File: src/rtl/hub75_pkg.sv
// Shared definitions for the HUB75 framebuffer stream writer: FSM state
// encoding and the line/column counter width helpers.
package hub75_pkg;

   localparam int STATE_W = 3;

   localparam logic [STATE_W-1:0] ST_IDLE     = 3'd0;
   localparam logic [STATE_W-1:0] ST_FILL     = 3'd1;
   localparam logic [STATE_W-1:0] ST_WAIT_RDY = 3'd2;
   localparam logic [STATE_W-1:0] ST_SWAP     = 3'd3;
   localparam logic [STATE_W-1:0] ST_STORE    = 3'd4;
   localparam logic [STATE_W-1:0] ST_FLUSH    = 3'd5;
   localparam logic [STATE_W-1:0] ST_FSWAP    = 3'd6;

   // Line counter spans every row of every bank in one frame.
   function automatic int lineCtrWidth(input int nBanks, input int nRows);
      return $clog2(nBanks * nRows);
   endfunction

   function automatic int colCtrWidth(input int nCols);
      return $clog2(nCols);
   endfunction

endpackage

File: src/rtl/hub75_fb_stream_writer.sv
// Converts a raster pixel stream into line-buffer writes, row store requests
// and a framebuffer flip once every line of a frame has been stored.
module hub75_fb_stream_writer #(
   parameter int N_BANKS     = 2,
   parameter int N_ROWS      = 32,
   parameter int N_COLS      = 64,
   parameter int BITDEPTH    = 24,
   parameter int LOG_N_BANKS = $clog2(N_BANKS),
   parameter int LOG_N_ROWS  = $clog2(N_ROWS),
   parameter int LOG_N_COLS  = $clog2(N_COLS)
) (
   input  logic                   clk,
   input  logic                   rst,
   input  logic [BITDEPTH-1:0]    in_data,
   input  logic                   in_sof,
   input  logic                   in_valid,
   output logic                   in_ready,
   output logic [LOG_N_BANKS-1:0] wr_bank_addr,
   output logic [LOG_N_ROWS-1:0]  wr_row_addr,
   output logic                   wr_row_store,
   input  logic                   wr_row_rdy,
   output logic                   wr_row_swap,
   output logic [BITDEPTH-1:0]    wr_data,
   output logic [LOG_N_COLS-1:0]  wr_col_addr,
   output logic                   wr_en,
   output logic                   frame_swap,
   output logic                   err_sof
);

   import hub75_pkg::*;

   localparam int LINE_W = lineCtrWidth(N_BANKS, N_ROWS);
   localparam int COL_W  = colCtrWidth(N_COLS);

   localparam logic [LINE_W-1:0]     LAST_LINE = LINE_W'(N_BANKS * N_ROWS - 1);
   localparam logic [COL_W-1:0]      LAST_COL  = COL_W'(N_COLS - 1);
   localparam logic [LOG_N_ROWS-1:0] LAST_ROW  = LOG_N_ROWS'(N_ROWS - 1);

   logic [STATE_W-1:0]     state_q, state_d;
   logic [LINE_W-1:0]      line_q, line_d;
   logic [LOG_N_BANKS-1:0] bank_q, bank_d;
   logic [LOG_N_ROWS-1:0]  row_q, row_d;
   logic [COL_W-1:0]       col_q, col_d;
   logic                   flushFirst_q, flushFirst_d;
   logic                   pend_q, pend_d;

   logic                   inReady_q, inReady_d;
   logic                   wrEn_q, wrEn_d;
   logic [BITDEPTH-1:0]    wrData_q, wrData_d;
   logic [LOG_N_COLS-1:0]  wrCol_q, wrCol_d;
   logic [LOG_N_BANKS-1:0] wrBank_q, wrBank_d;
   logic [LOG_N_ROWS-1:0]  wrRow_q, wrRow_d;
   logic                   rowSwap_q, rowSwap_d;
   logic                   rowStore_q, rowStore_d;
   logic                   frameSwap_q, frameSwap_d;
   logic                   errSof_q, errSof_d;

   logic                   accept;
   logic                   takePixel;
   logic                   sofRestart;
   logic [COL_W-1:0]       pixCol;

   // Next-state logic. A mid-frame SOF raises err_sof first and writes its
   // pixel one cycle later (pend_q) so no two strobes ever share a cycle.
   always_comb begin
      state_d      = state_q;
      line_d       = line_q;
      bank_d       = bank_q;
      row_d        = row_q;
      col_d        = col_q;
      flushFirst_d = 1'b0;
      pend_d       = 1'b0;
      wrEn_d       = pend_q;
      wrData_d     = wrData_q;
      wrCol_d      = wrCol_q;
      wrBank_d     = wrBank_q;
      wrRow_d      = wrRow_q;
      errSof_d     = 1'b0;
      accept       = in_valid && inReady_q;
      takePixel    = 1'b0;
      sofRestart   = 1'b0;
      pixCol       = col_q;

      case (state_q)
         ST_IDLE: begin
            if (accept) begin
               if (in_sof) begin
                  takePixel = 1'b1;
                  pixCol    = '0;
                  line_d    = '0;
                  bank_d    = '0;
                  row_d     = '0;
               end else begin
                  errSof_d = 1'b1;
               end
            end
         end
         ST_FILL: begin
            if (accept) begin
               takePixel = 1'b1;
               if (in_sof && !(line_q == '0 && col_q == '0)) begin
                  errSof_d   = 1'b1;
                  sofRestart = 1'b1;
                  pend_d     = 1'b1;
                  pixCol     = '0;
                  line_d     = '0;
                  bank_d     = '0;
                  row_d      = '0;
               end
            end
         end
         ST_WAIT_RDY: begin
            if (wr_row_rdy && !pend_q) begin
               state_d = ST_SWAP;
            end
         end
         ST_SWAP: begin
            state_d  = ST_STORE;
            wrBank_d = bank_q;
            wrRow_d  = row_q;
         end
         ST_STORE: begin
            if (line_q == LAST_LINE) begin
               state_d      = ST_FLUSH;
               flushFirst_d = 1'b1;
            end else begin
               state_d = ST_FILL;
               line_d  = line_q + 1'b1;
               col_d   = '0;
               if (row_q == LAST_ROW) begin
                  row_d  = '0;
                  bank_d = bank_q + 1'b1;
               end else begin
                  row_d = row_q + 1'b1;
               end
            end
         end
         ST_FLUSH: begin
            // The store engine may not have dropped rdy yet on the first cycle.
            if (!flushFirst_q && wr_row_rdy) begin
               state_d = ST_FSWAP;
            end
         end
         ST_FSWAP: begin
            state_d = ST_IDLE;
            line_d  = '0;
            bank_d  = '0;
            row_d   = '0;
            col_d   = '0;
         end
         default: begin
            state_d = ST_IDLE;
         end
      endcase

      if (takePixel) begin
         wrData_d = in_data;
         wrCol_d  = pixCol;
         wrEn_d   = !sofRestart;
         if (pixCol == LAST_COL) begin
            state_d = ST_WAIT_RDY;
         end else begin
            state_d = ST_FILL;
            col_d   = pixCol + 1'b1;
         end
      end

      rowSwap_d   = (state_d == ST_SWAP);
      rowStore_d  = (state_d == ST_STORE);
      frameSwap_d = (state_d == ST_FSWAP);
      inReady_d   = (state_d == ST_IDLE || state_d == ST_FILL) && !pend_d;
   end

   // State, counters and every output are registered; reset clears all.
   always_ff @(posedge clk) begin
      if (rst) begin
         state_q      <= ST_IDLE;
         line_q       <= '0;
         bank_q       <= '0;
         row_q        <= '0;
         col_q        <= '0;
         flushFirst_q <= 1'b0;
         pend_q       <= 1'b0;
         inReady_q    <= 1'b0;
         wrEn_q       <= 1'b0;
         wrData_q     <= '0;
         wrCol_q      <= '0;
         wrBank_q     <= '0;
         wrRow_q      <= '0;
         rowSwap_q    <= 1'b0;
         rowStore_q   <= 1'b0;
         frameSwap_q  <= 1'b0;
         errSof_q     <= 1'b0;
      end else begin
         state_q      <= state_d;
         line_q       <= line_d;
         bank_q       <= bank_d;
         row_q        <= row_d;
         col_q        <= col_d;
         flushFirst_q <= flushFirst_d;
         pend_q       <= pend_d;
         inReady_q    <= inReady_d;
         wrEn_q       <= wrEn_d;
         wrData_q     <= wrData_d;
         wrCol_q      <= wrCol_d;
         wrBank_q     <= wrBank_d;
         wrRow_q      <= wrRow_d;
         rowSwap_q    <= rowSwap_d;
         rowStore_q   <= rowStore_d;
         frameSwap_q  <= frameSwap_d;
         errSof_q     <= errSof_d;
      end
   end

   assign in_ready     = inReady_q;
   assign wr_en        = wrEn_q;
   assign wr_data      = wrData_q;
   assign wr_col_addr  = wrCol_q;
   assign wr_bank_addr = wrBank_q;
   assign wr_row_addr  = wrRow_q;
   assign wr_row_swap  = rowSwap_q;
   assign wr_row_store = rowStore_q;
   assign frame_swap   = frameSwap_q;
   assign err_sof      = errSof_q;

endmodule
File: config.mk
export PLATFORM = sky130hd
export DESIGN_NAME = hub75_fb_stream_writer
export DESIGN_NICKNAME = d
export VERILOG_FILES = /design/src/rtl/hub75_pkg.sv /design/src/rtl/hub75_fb_stream_writer.sv
export SDC_FILE = /design/constraint.sdc
export NUM_CORES = 1
export LEC_CHECK = 0
export ABC_AREA = 0
export BUFFER_PORTS_ARGS = -buffer_cell sky130_fd_sc_hd__buf_2
export CAP_MARGIN = 20
export CORE_MARGIN = 3
export CORE_UTILIZATION = 57
export CTS_CLUSTER_DIAMETER = 200
export DETAILED_ROUTE_END_ITERATION = 12
export GPL_TIMING_DRIVEN = 0
export PLACE_DENSITY = 0.85
export SETUP_SLACK_MARGIN = 0.4
export SYNTH_ARGS = -nofsm -noshare
export SYNTH_HDL_FRONTEND = slang
export SYNTH_SLANG_ARGS = --single-unit
File: constraint.sdc
create_clock -name clk -period 6.8 [get_ports clk]
set_input_delay 2.04 -clock clk [delete_from_list [all_inputs] [get_ports clk]]
set_output_delay 2.04 -clock clk [all_outputs]
set_load 0.05 [all_outputs]
==> impl_results.md <==
- CP dominant cell by count: nor2_1
- Reg-to-reg endpoint: col_q[2]
- Gr usage total: 24.5%
- Final Slew Violations: 0
- Detail Placement HPWL: 4860 um
- Full die area: 5850 um2
- Syn nets: 366
- CTS resizes: 0
- Worst hold margin: 0.450 ns
- Hold Buf Count CTS: 0
- Die Wd: 76.5 um
- Hold Vio Cnt, Final: 0
- Routed Wire Length: 6760 um
- H-tree levels: 3
- Min Tclk post-route: 4.13 ns
- DRC Markers: 0
- Number of synthesis warnings: 0
- Slew HR: 60.5%
- Most used DFF post-synth: dfxtp_1
- Vias/cell: 5.52
- Layout area overhead: 22.2%
- GPL Wtd Cong: 0.879
- Gr ovfl total: 0
- WHS Path Cells: 2
- Leak Pwr: 0.00145 uW
- Cell Pwr Density: 237 nW/um2
- Fin Setup TNS: 0 ns
- EDFF count, synth: 0
- Clock latency on the worst-skew pair: 0.34 ns
- Vias in the first global route: 2516
- Wire length per cell: 14.0 um
- Ys async rst share: 0%
- Reg2reg setup slack: 3.72 ns
- Initial core utilization: 59.6%
- Worst path slowest cell: or4b_1
- Reg2reg path depth: 13
- Via count: 2671
- Final Skew: 0.00731 ns
- Fin nets: 447
- Maximum vdd drop: 0.155 mV
- Crit path cell chain: buf_2 -> and4bb_2 -> and2_4 -> nand2_2 -> buf_6 -> and2_1 -> ha_1 -> nand3_1 -> nor2_1 -> nor2_1 -> or4b_1 -> o31ai_1
- Mapped Avg Cell Area: 8.54 um2
- Max Root-Sink Buffers: 2
- Number of I/O pins: 71
- Final setup violation count: 0
- RSZ-0062 raised after global routing: false
- Hold Crit Endpoint: wr_col_addr[3]
- Distinct cells, synth: 52
- Setup bufs post-CTS: 0
- Mapped Cells: 332
- Layout cells sized above 1: 27.3%
- Core Area: 4750 um2
- CTS root buf: clkbuf_8
- Worst setup path class: primary input to flip-flop
- Outcome: finished, final reports clean
- Hold Crit Class: flip-flop to flip-flop
- Reg-to-reg startpoint: line_q[0]
- Cell Rows: 25
- CTS sink count: 65
- Sequential share of the synthesized area: 45.9%
- Flip-flop and latch count after synthesis: 65
- Cell Area, Synth: 2830 um2
- Initial antenna violation count: 0
- Antenna viol nets, final: 0
- Port buffer count: 70
- Die height: 76.5 um
- Clock transition at the registers of the reported paths: 0.07 ns
- CP peak stage delay: 0.50 ns
- Slew @ Worst Pin: 0.587 ns
- Worst EP arrival: 4.38 ns
- Length of the first detailed-routing pass in iterations: 4
- CTS tree: built
- Critical-path maximum fanout: 10
- Period utilization: 60.7%
- DRT iter0 DRCs: 203
- Ant diodes: 0
- Num CTS Buffers: 9
- Hold Path Origin: wr_col_addr[3]
- Critical Path Start Type: primary input
- CP required: 7.05 ns
- Layout Utilization: 72.8%
- Max-Cap Viols: 0
- Max Fclk: 242 MHz
- First-pass GRT wire length: 11500 um
- Largest net degree at the start of global routing: 12
- Crit end category: flip-flop
[synth_stat cells (3+ instances only)]
| master | number | share of area, % |
|---|---|---|
| nand2_1 | 67 | 8.9 |
| dfxtp_1 | 65 | 46 |
| nor3_1 | 9 | 1.6 |
| a21oi_1 | 44 | 7.8 |
| nor2b_1 | 3 | 0.66 |
| buf_2 | 7 | 1.2 |
| o21ai_0 | 10 | 1.8 |
| nor2_1 | 21 | 2.8 |
| inv_1 | 5 | 0.66 |
| ha_1 | 5 | 2.2 |
| a211oi_1 | 3 | 0.79 |
| clkbuf_1 | 10 | 1.3 |
| nand3_1 | 20 | 3.5 |
| a311oi_1 | 3 | 0.93 |
| nand4b_1 | 5 | 1.5 |
| and3_1 | 3 | 0.66 |
| buf_6 | 3 | 1.2 |
| mux2i_1 | 6 | 2.1 |
[state kept, by name (all words and copies together) (netlist names), 3 cells and up]
signal,count
row_q,5
wr_data,24
state_q,3
wr_col_addr,6
wr_row_addr,5
line_q,6
col_q,6
[routing by layer]
layer	vias to the layer above	track usage [%]	routed length (um)
li1	1336	-	-
met1	1219	29.8	2860
met2	98	39.7	3320
met3	18	8.04	418
met4	0	10.7	167
met5	-	0	0
[final cells by class]
type | instances | area (um2)
sequential | 65 | 1300
buffer | 20 | 106
clock inverter | 5 | 56.3
timing repair buffer | 70 | 350
multi-input combinational | 242 | 1410
tap | 67 | 83.8
fill | 372 | 1290
inverter | 5 | 18.8
clock buffer | 10 | 138
[logic make-up after synthesis]
family                   Yosys count  share of synthesized area [%]
adder cells (fa/ha/maj)            5                           2.21
AND/OR/NAND/NOR                  149                           26.5
multiplexers                       7                           2.65
flip-flops                        65                           45.9
buffers and inverters             25                           4.42
AO/OA/AOI/OAI                     80                           18.0
XOR/XNOR                           1                          0.309
[how the worst max path moves through the flow]
stage,slack [ns],cells after the start,endpoint,start
floorplan,2.74,11,col_q[2],in_valid
detailed placement,2.39,12,col_q[2],in_valid
global route,2.61,12,col_q[2],in_valid
global placement,2.43,12,col_q[2],in_valid
CTS,2.74,12,col_q[2],in_valid
finish,2.67,12,col_q[2],in_valid
[power by group]
group	switching, uW	internal [uW]	total, uW	leakage, uW
clock network	147	176	323	0.0000981
registers	5.45	390	395	0.000526
logic	71.7	30.9	103	0.000826
[critical path, delay by kind of cell]
family,cells,cell delay (ns)
buf+inv,2,0.26
fa+ha+maj,1,0.22
simple gates,8,1.78
compound gates,1,0.09
[layout by cell type (no fill, tap or decap), types with 2 or more instances in the layout]
cell      netlist  routed
a21oi_2         2       2
nor4_1          2       2
nand4b_1        5       5
and2_1          2       2
a311oi_1        3       3
a31oi_1         2       2
o21ai_1         2       2
clkbuf_1       10      10
dfxtp_1        65      65
nor2_1         21      21
buf_2           7      77
nand3_1        20      20
clkinv_2        0       2
ha_1            5       5
clkbuf_8        0      10
inv_1           5       5
buf_6           3       3
nor4b_2         2       2
nor2b_1         3       3
and3_1          3       3
mux2i_1         6       6
o21ai_0        10      10
o31ai_1         2       2
nor3_1          9       9
nand2_2         2       2
a21oi_1        44      44
a211oi_1        3       3
nand2_1        67      67
nor4_2          2       2
[through the flow]
stage                     power [uW]  setup slack [ns]  instance area, um2  instances
final                            821              2.67                3460        484
after global routing             857              2.61                3460        484
after CTS                        825              2.74                3460        484
after detailed placement         506              2.39                3270        469
after global placement           504              2.43                3270        469
after floorplan                  477              2.74                2830        332
No activity file was read; power rests on OpenSTA's default activity.
